===== config.mk =====
export PLATFORM = sky130hd
export DESIGN_NAME = axi_4_lite_regbank
export DESIGN_NICKNAME = d
export VERILOG_FILES = /design/src/rtl/axi_4_lite_regbank.sv
export SDC_FILE = /design/constraint.sdc
export NUM_CORES = 1
export LEC_CHECK = 0
export ABC_CLOCK_PERIOD_IN_PS = 23300
export CAP_MARGIN = 15
export CORE_AREA = 2 2 455 457
export DETAILED_ROUTE_END_ITERATION = 8
export DIE_AREA = 0 0 457 459
export PLACE_DENSITY = 0.38
export SYNTH_ARGS = -nofsm -noshare
export SYNTH_HDL_FRONTEND = slang
export SYNTH_SLANG_ARGS = --single-unit

===== constraint.sdc =====
create_clock -name S_AXI_ACLK -period 23.3 [get_ports S_AXI_ACLK]
set_clock_uncertainty 0.15 [all_clocks]
set_input_delay 4.66 -clock S_AXI_ACLK [delete_from_list [all_inputs] [get_ports S_AXI_ACLK]]
set_output_delay 4.66 -clock S_AXI_ACLK [all_outputs]
set_load 0.05 [all_outputs]

===== src/rtl/axi_4_lite_regbank.sv =====
// rtl/axi_4_lite_regbank.sv - AXI4-Lite slave register bank with read-only HW inputs and access strobes
module axi_4_lite_regbank #(
   parameter int           C_AXI_DATA_WIDTH   = 32,
   parameter int           C_AXI_ADDR_WIDTH   = 8,
   parameter int           C_REGISTERS_NUMBER = 16,
   parameter logic [255:0] C_RO_MASK          = '0
) (
   input  logic                                         S_AXI_ACLK,
   input  logic                                         S_AXI_ARESET,
   input  logic                                         S_AXI_AWVALID,
   output logic                                         S_AXI_AWREADY,
   input  logic [C_AXI_ADDR_WIDTH-1:0]                  S_AXI_AWADDR,
   input  logic [2:0]                                   S_AXI_AWPROT,
   input  logic                                         S_AXI_WVALID,
   output logic                                         S_AXI_WREADY,
   input  logic [C_AXI_DATA_WIDTH-1:0]                  S_AXI_WDATA,
   input  logic [C_AXI_DATA_WIDTH/8-1:0]                S_AXI_WSTRB,
   output logic                                         S_AXI_BVALID,
   input  logic                                         S_AXI_BREADY,
   output logic [1:0]                                   S_AXI_BRESP,
   input  logic                                         S_AXI_ARVALID,
   output logic                                         S_AXI_ARREADY,
   input  logic [C_AXI_ADDR_WIDTH-1:0]                  S_AXI_ARADDR,
   input  logic [2:0]                                   S_AXI_ARPROT,
   output logic                                         S_AXI_RVALID,
   input  logic                                         S_AXI_RREADY,
   output logic [C_AXI_DATA_WIDTH-1:0]                  S_AXI_RDATA,
   output logic [1:0]                                   S_AXI_RRESP,
   output logic [C_REGISTERS_NUMBER*C_AXI_DATA_WIDTH-1:0] REG_OUT,
   input  logic [C_REGISTERS_NUMBER*C_AXI_DATA_WIDTH-1:0] HW_IN,
   output logic [C_REGISTERS_NUMBER-1:0]                WR_PULSE,
   output logic [C_REGISTERS_NUMBER-1:0]                RD_PULSE
);
   localparam int DW       = C_AXI_DATA_WIDTH;
   localparam int NUM      = C_REGISTERS_NUMBER;
   localparam int SW       = DW / 8;
   localparam int ADDR_LSB = $clog2(SW);
   localparam int IW       = C_AXI_ADDR_WIDTH - ADDR_LSB;

   localparam logic [1:0] W_IDLE      = 2'd0;
   localparam logic [1:0] W_ADDR_HELD = 2'd1;
   localparam logic [1:0] W_DATA_HELD = 2'd2;
   localparam logic [1:0] W_RESP      = 2'd3;

   logic [1:0]     w_state;
   logic [IW-1:0]  aw_idx_q;
   logic [DW-1:0]  w_data_q;
   logic [SW-1:0]  w_strb_q;
   logic [1:0]     bresp_q;
   logic [DW-1:0]  regs [NUM];

   logic           commit;
   logic [IW-1:0]  c_idx;
   logic [DW-1:0]  c_data;
   logic [SW-1:0]  c_strb;
   logic [NUM-1:0] wr_hit;

   logic           rvalid_q;
   logic [DW-1:0]  rdata_q;
   logic [1:0]     rresp_q;
   logic [IW-1:0]  ar_idx;
   logic [NUM-1:0] rd_sel;
   logic [DW-1:0]  rd_data_n;
   logic           ar_hs;

   assign S_AXI_AWREADY = (w_state == W_IDLE) || (w_state == W_DATA_HELD);
   assign S_AXI_WREADY  = (w_state == W_IDLE) || (w_state == W_ADDR_HELD);
   assign S_AXI_BVALID  = (w_state == W_RESP);
   assign S_AXI_BRESP   = bresp_q;
   assign S_AXI_ARREADY = !rvalid_q;
   assign S_AXI_RVALID  = rvalid_q;
   assign S_AXI_RDATA   = rdata_q;
   assign S_AXI_RRESP   = rresp_q;

   // The write commits on whichever handshake completes the address/data pair.
   always_comb begin
      commit = 1'b0;
      c_idx  = S_AXI_AWADDR[C_AXI_ADDR_WIDTH-1:ADDR_LSB];
      c_data = S_AXI_WDATA;
      c_strb = S_AXI_WSTRB;
      case (w_state)
         W_IDLE:      commit = S_AXI_AWVALID && S_AXI_WVALID;
         W_ADDR_HELD: begin
            commit = S_AXI_WVALID;
            c_idx  = aw_idx_q;
         end
         W_DATA_HELD: begin
            commit = S_AXI_AWVALID;
            c_data = w_data_q;
            c_strb = w_strb_q;
         end
         default: commit = 1'b0;
      endcase
   end

   always_comb begin
      wr_hit = '0;
      for (int i = 0; i < NUM; i++) begin
         if (c_idx == IW'(i) && !C_RO_MASK[i]) wr_hit[i] = 1'b1;
      end
   end

   always_ff @(posedge S_AXI_ACLK or posedge S_AXI_ARESET) begin
      if (S_AXI_ARESET) begin
         w_state  <= W_IDLE;
         aw_idx_q <= '0;
         w_data_q <= '0;
         w_strb_q <= '0;
         bresp_q  <= 2'b00;
         WR_PULSE <= '0;
         for (int i = 0; i < NUM; i++) regs[i] <= '0;
      end else begin
         WR_PULSE <= '0;
         case (w_state)
            W_IDLE: begin
               if (commit) begin
                  w_state <= W_RESP;
               end else if (S_AXI_AWVALID) begin
                  w_state  <= W_ADDR_HELD;
                  aw_idx_q <= S_AXI_AWADDR[C_AXI_ADDR_WIDTH-1:ADDR_LSB];
               end else if (S_AXI_WVALID) begin
                  w_state  <= W_DATA_HELD;
                  w_data_q <= S_AXI_WDATA;
                  w_strb_q <= S_AXI_WSTRB;
               end
            end
            W_ADDR_HELD, W_DATA_HELD: if (commit) w_state <= W_RESP;
            W_RESP:                   if (S_AXI_BREADY) w_state <= W_IDLE;
            default:                  w_state <= W_IDLE;
         endcase
         if (commit) begin
            bresp_q  <= (|wr_hit) ? 2'b00 : 2'b10;
            WR_PULSE <= wr_hit;
            for (int i = 0; i < NUM; i++) begin
               for (int j = 0; j < SW; j++) begin
                  if (wr_hit[i] && c_strb[j]) regs[i][j*8 +: 8] <= c_data[j*8 +: 8];
               end
            end
         end
      end
   end

   assign ar_idx = S_AXI_ARADDR[C_AXI_ADDR_WIDTH-1:ADDR_LSB];
   assign ar_hs  = S_AXI_ARVALID && !rvalid_q;

   // Read-only registers return the live hardware value, sampled at the AR handshake.
   always_comb begin
      rd_sel    = '0;
      rd_data_n = '0;
      for (int i = 0; i < NUM; i++) begin
         if (ar_idx == IW'(i)) begin
            rd_sel[i] = 1'b1;
            rd_data_n = C_RO_MASK[i] ? HW_IN[i*DW +: DW] : regs[i];
         end
      end
   end

   always_ff @(posedge S_AXI_ACLK or posedge S_AXI_ARESET) begin
      if (S_AXI_ARESET) begin
         rvalid_q <= 1'b0;
         rdata_q  <= '0;
         rresp_q  <= 2'b00;
         RD_PULSE <= '0;
      end else begin
         RD_PULSE <= '0;
         if (ar_hs) begin
            rvalid_q <= 1'b1;
            rdata_q  <= rd_data_n;
            rresp_q  <= (|rd_sel) ? 2'b00 : 2'b10;
            RD_PULSE <= rd_sel;
         end else if (rvalid_q && S_AXI_RREADY) begin
            rvalid_q <= 1'b0;
         end
      end
   end

   for (genvar g = 0; g < NUM; g++) begin : g_reg_out
      assign REG_OUT[g*DW +: DW] = regs[g];
   end

   logic unused_ok;
   assign unused_ok = ^{S_AXI_AWPROT, S_AXI_ARPROT, S_AXI_AWADDR[ADDR_LSB-1:0],
                        S_AXI_ARADDR[ADDR_LSB-1:0], HW_IN};
endmodule

# [Yosys cells after proc, flatten, opt, wreduce, memory -nomap -nowiden]
# Index checks and enable logic that the tools add are counted.
[word_totals] wordCells=320 output_inout_bits=585 inputBits=577 regBits=625
[op_classes] eq_ne=36 bitwise_logic=2 mux=64 n_reduce_logical=144
[op_table] op="2-to-1 mux 32 bit" n=17
[op_table] op="AND reduction 2 bit" n=64
[op_table] op="equality test 6 x 4 -> 1 bit, second input constant" n=16
[op_table] op="logical AND 1 bit" n=67
[op_table] op="equality test 6 x 3 -> 1 bit, second input constant" n=8
[op_table] op="2-to-1 mux 1 bit" n=34
[op_table] op="2-to-1 mux 16 bit" n=2
[op_table] op="OR reduction 16 bit" n=2
[op_table] op="equality test 6 x 2 -> 1 bit, second input constant" n=4
[op_table] op="2-to-1 mux 2 bit" n=7
[op_table] op="equality test 6 x 1 -> 1 bit, second input constant" n=2
[op_table] op="logical NOT 6 bit" n=2
[op_table] op="2-to-1 mux 6 bit" n=1
[op_table] op="one-hot mux 2 bit (3 select lines)" n=1
[op_table] op="AND reduction 3 bit" n=2
[op_table] op="equality test 2 bit, second input constant" n=2
[op_table] op="2-to-1 mux 4 bit" n=1
[op_table] op="inequality test 4 bit, second input constant" n=1
[op_table] op="AND reduction 4 bit" n=1
[op_table] op="one-hot mux 1 bit (3 select lines)" n=1
[op_table] op="equality test 2 x 1 -> 1 bit, second input constant" n=1
[op_table] op="logical NOT 2 bit" n=1
[op_table] op="logical OR 1 bit" n=2
[op_table] op="inequality test 2 x 1 -> 1 bit, second input constant" n=1
[op_table] op="5 further kinds" n=6

# [Logic depth before layout (Yosys ltp)]
[logic_depth] depth_word=17 depth_mapped=11 mapped_depth_nobuf=8

# [Least setup slack after synthesis]
# No wires, ideal clock.
[synth_path] path_type="input port to flip-flop" startpoint="in S_AXI_ARADDR[7]" endpoint="reg rdata_q[15], in the netlist S_AXI_RDATA[15]" t_required_ns=23.007 setup_ns=0.143 path_buffers=2 arrival_ns=6.238 setup_slack_ns=16.768 stages=8 cell_sequence="buf_2 nor4b_4 nand2_1 clkbuf_1 o221ai_1 a21oi_1 a2111oi_0 o221ai_1"
[synth_via] elab_chain_cells=17 elab_cells_between_ends=32 cone_classes="eq/ne (15); mux (16); reduce/logical (1)"
[synth_rtl] item="from (decl)" line="23" text="input logic [C_AXI_ADDR_WIDTH-1:0] S_AXI_ARADDR,"
[synth_rtl] item="logical NOT 6 bit" line="151" text="if (ar_idx == IW'(i)) begin"
[synth_rtl] item="2-to-1 mux 32 bit (15 in a row)" line="151"
[synth_rtl] item="2-to-1 mux 32 bit *" line="151"
[synth_rtl] item="to (signal assigned)" line="168" text="rdata_q <= rd_data_n;"
[synth_rtl] item="to (decl)" line="59" text="logic [DW-1:0] rdata_q;"
# Mark *: on every way between the ends. The rest lies on a longest branch, timed or not.
# A chain may end at the register's enable or synchronous reset.

# [Final worst setup path]
[layout_path] startpoint="in S_AXI_ARADDR[4]" endpoint="reg rdata_q[30], in the netlist S_AXI_RDATA[30]"
# The elaborated chain is that of the path after synthesis.

==> impl_metrics.yaml <==
synth:
  synth_cell_types: 64
  synth_largest_area_cell: "dfrtp_1"
  synth.most_common_cell: "dfrtp_1"
  ys_ff_latch: 623
  async_flop_share_pct: 100
  ys.flop_type: "dfrtp_1"
  syn_area_mm2: 0.0293
  synth_edf_count: 0
  synth.avg_cell_area_um2: 12.6
  synth_warnings: 0
  ys_seq_area_share_pct: 53.3
  synthTopCellsByArea: "dfrtp_1 (53%), mux2_2 (19%), mux2_4 (4.9%), o221ai_1 (3.5%), a21oi_1 (3.1%)"
  synth_common_cells: "dfrtp_1 (623), mux2_2 (494), a21oi_1 (181)"
  netlist.area_leader.share_pct: 53.3
  syn_inst: 2317
pwr:
  total_power_mw: 5.36
  p_sw_share_pct: 45.1
  switchingPower_mw: 2.42
  p_leak_nw: 17.9
  p_int_mw: 2.94
  p_seq_share_pct: 31.4
  power.density_mw_per_mm2: 128
  power_frac_comb_pct: 42.2
  ir_drop_v: 0.0000560
  pwr-share-clk_pct: 26.4
critical_path:
  worstSetupStartpointType: "primary input"
  reg2reg_to: "REG_OUT[149]"
  worst_r2r_startpoint: "w_state[1]"
  cp.arrival_ps: 8910
  worstSetupStartpoint: "S_AXI_ARADDR[4]"
  path_class: "in -> reg"
  rrSetupSlack_ps: 19190
  cp-end-kind: "flip-flop"
  required_ps: 23700
  r2r_cells: 8
  critical_path_peak_fanout: 23
global_routing:
  grt_max_degree: 147
  grt_overflow: 0
  grt_pass1_vias: 24200
  grt_pass1_wl_um: 237000
  antenna_found_initial: 25
  grt_use_total_pct: 16.8
place:
  routabilityCongestion: 0.828
  dp.cells: 5546
  place_area_mm2: 0.0387
  numPortBuffers: 637
  hpwl_um: 134000
cts:
  clkTransAtPathRegs_ps: 60
  clock_latency_ps: 740
  cts_sinks: 623
  cts_hold_buf: 0
  cts_max_path_buffers: 3
  ctsResizeCount: 0
  postCtsSetupRepairBufs: 0
  clock-root-buffer: "clkbuf_16"
  cts-buffers-inserted: 86
  cts_tree: "built"
  cts.htree.levels: 3
sta:
  rsz0062_at_grt: "no"
  layout_min_cycle_time_ps: 8510
  hold_violations: 0
  period_share_pct: 36.5
  clock.fmax_ghz: 0.117
  worst_slew_pin_slew_ps: 1030
  fin_setup_tns_ps: 0
  setup_viol: 0
  maxSlewHeadroom_pct: 30.7
  slew_viol_final: 0
finish:
  fillers: 22400
  final_area_mm2: 0.0418
  drive_above_1_share_pct: 29.8
  utilization_pct: 20.3
  area_growth_pct: 42.8
  fin_cells: 5717
  fin_nets: 3512
drt:
  vias: 23200
  first_pass_iters: 5
  wl_per_cell_um: 31.5
  wl_met2_um: 76800
  dr_wl_met3_um: 16200
  topRoutingLayerUsed: "met5"
  drt-total-wl_um: 180000
  detail_route.vias_per_cell: 4.07
  drc: 0
  drt_iter0_drc: 1331
  wl_met1_um: 81700
  drtAntennaViolNets: 0
min_path:
  hold_depth: 2
  hold_path.class: "reg -> reg"
  hold_end: "S_AXI_RDATA[29]"
  min_from: "S_AXI_RDATA[29]"
floorplanning:
  coreArea_mm2: 0.206
  row_count: 167
  die_h_um: 459
  ios: 1162
  fp.dieW_um: 457
  initial_core_util_pct: 14.2
  die_area_mm2: 0.210
outcome:
  status: "complete, no violations"
job:
  maxCapViolCount: 0
how the worst max path moves through the flow:
stage          cells after the start         endpoint  slack (ps)
2_1_floorplan                      1      RD_PULSE[0]        1040
3_3_place_gp                       8  S_AXI_RDATA[30]       14000
3_5_place_dp                       8  S_AXI_RDATA[19]       13970
4_1_cts                            8  S_AXI_RDATA[19]       14760
5_1_grt                            8  S_AXI_RDATA[30]       14680
6_report                           8  S_AXI_RDATA[30]       14790
metrics by stage:
stage               hold WS (ps)  setup WS (ps)
floorplan                    321           1040
global placement             321          14000
detailed placement           322          13970
CTS                          340          14760
global route                 364          14680
finish                       342          14790
cell usage in the layout (no fill, tap or decap), drive strengths merged, types with 6 or more instances in the layout:
cell type	synthesis	final
mux2	590	590
a22oi	36	36
clkbuf	90	131
o22ai	6	6
nor2b	7	7
clkdlybuf4s50	0	636
clkinv	0	12
o221ai	116	116
dfrtp	623	623
diode	0	12
bufinv	0	7
nor4	26	26
buf	77	55
o211ai	6	6
nand3	9	9
nor3	21	21
inv	13	17
o21ai	71	71
a21oi	181	181
a22o	29	29
a211oi	28	28
and3	9	9
nand2b	31	31
nand2	151	151
nor2	144	144
cell families (layout without fill, tap and decap cells):
group           count (synthesis)  count (layout)  share of synthesized area, %
buf+inv                       180             863                          2.97
flops                         623             623                          53.3
mux                           595             595                          24.1
fa+ha+maj                       5               5                         0.214
other cells                     1              14                        0.0128
simple gates                  415             415                          8.01
compound gates                498             498                          11.4
layer usage:
layer | GRT usage, % | vias to the layer above
met1 | 22.3 | 12200
li1 | - | 9876
met5 | 0 | -
met4 | 4.63 | 10
met2 | 25.0 | 989
met3 | 6.56 | 186
registers in the layout, summed over array words and instances, names as in the netlist:
signal / flops
w_state: 2
WR_PULSE: 16
S_AXI_RRESP: 1
w_data_q: 32
REG_OUT: 512
S_AXI_RDATA: 32
w_strb_q: 4
S_AXI_RVALID: 1
RD_PULSE: 16
aw_idx_q: 6
S_AXI_BRESP: 1
area by class of cell:
type	instances	area [µm²]	area share, %
Antenna cell	12	30.0	0.0719
Inverter	13	56.3	0.135
Clock buffer	131	2560	6.13
Sequential cell	623	15600	37.3
Multi-Input combinational cell	1515	12900	30.9
Timing Repair Buffer	691	6800	16.3
Clock inverter	28	438	1.05
Tap cell	2704	3380	8.10
power groups by stage:
stage          sequential [mW]  combinational [mW]  clock, mW
2_1_floorplan             2.43               0.576          0
3_3_place_gp              1.70                2.28          0
3_5_place_dp              1.70                2.28          0
4_1_cts                   1.68                2.29       1.46
5_1_grt                   1.72                2.36       1.50
6_report                  1.68                2.26       1.41
critical path, stage by stage:
cell and delay [ps]:
clkdlybuf4s50_1 620, nor2b_1 770, nand3_2 640, buf_4 520, o21ai_0 360, a211oi_1 150, nor4_1 860, o221ai_1 240
Note: power is estimated with default switching activity, not from simulation.
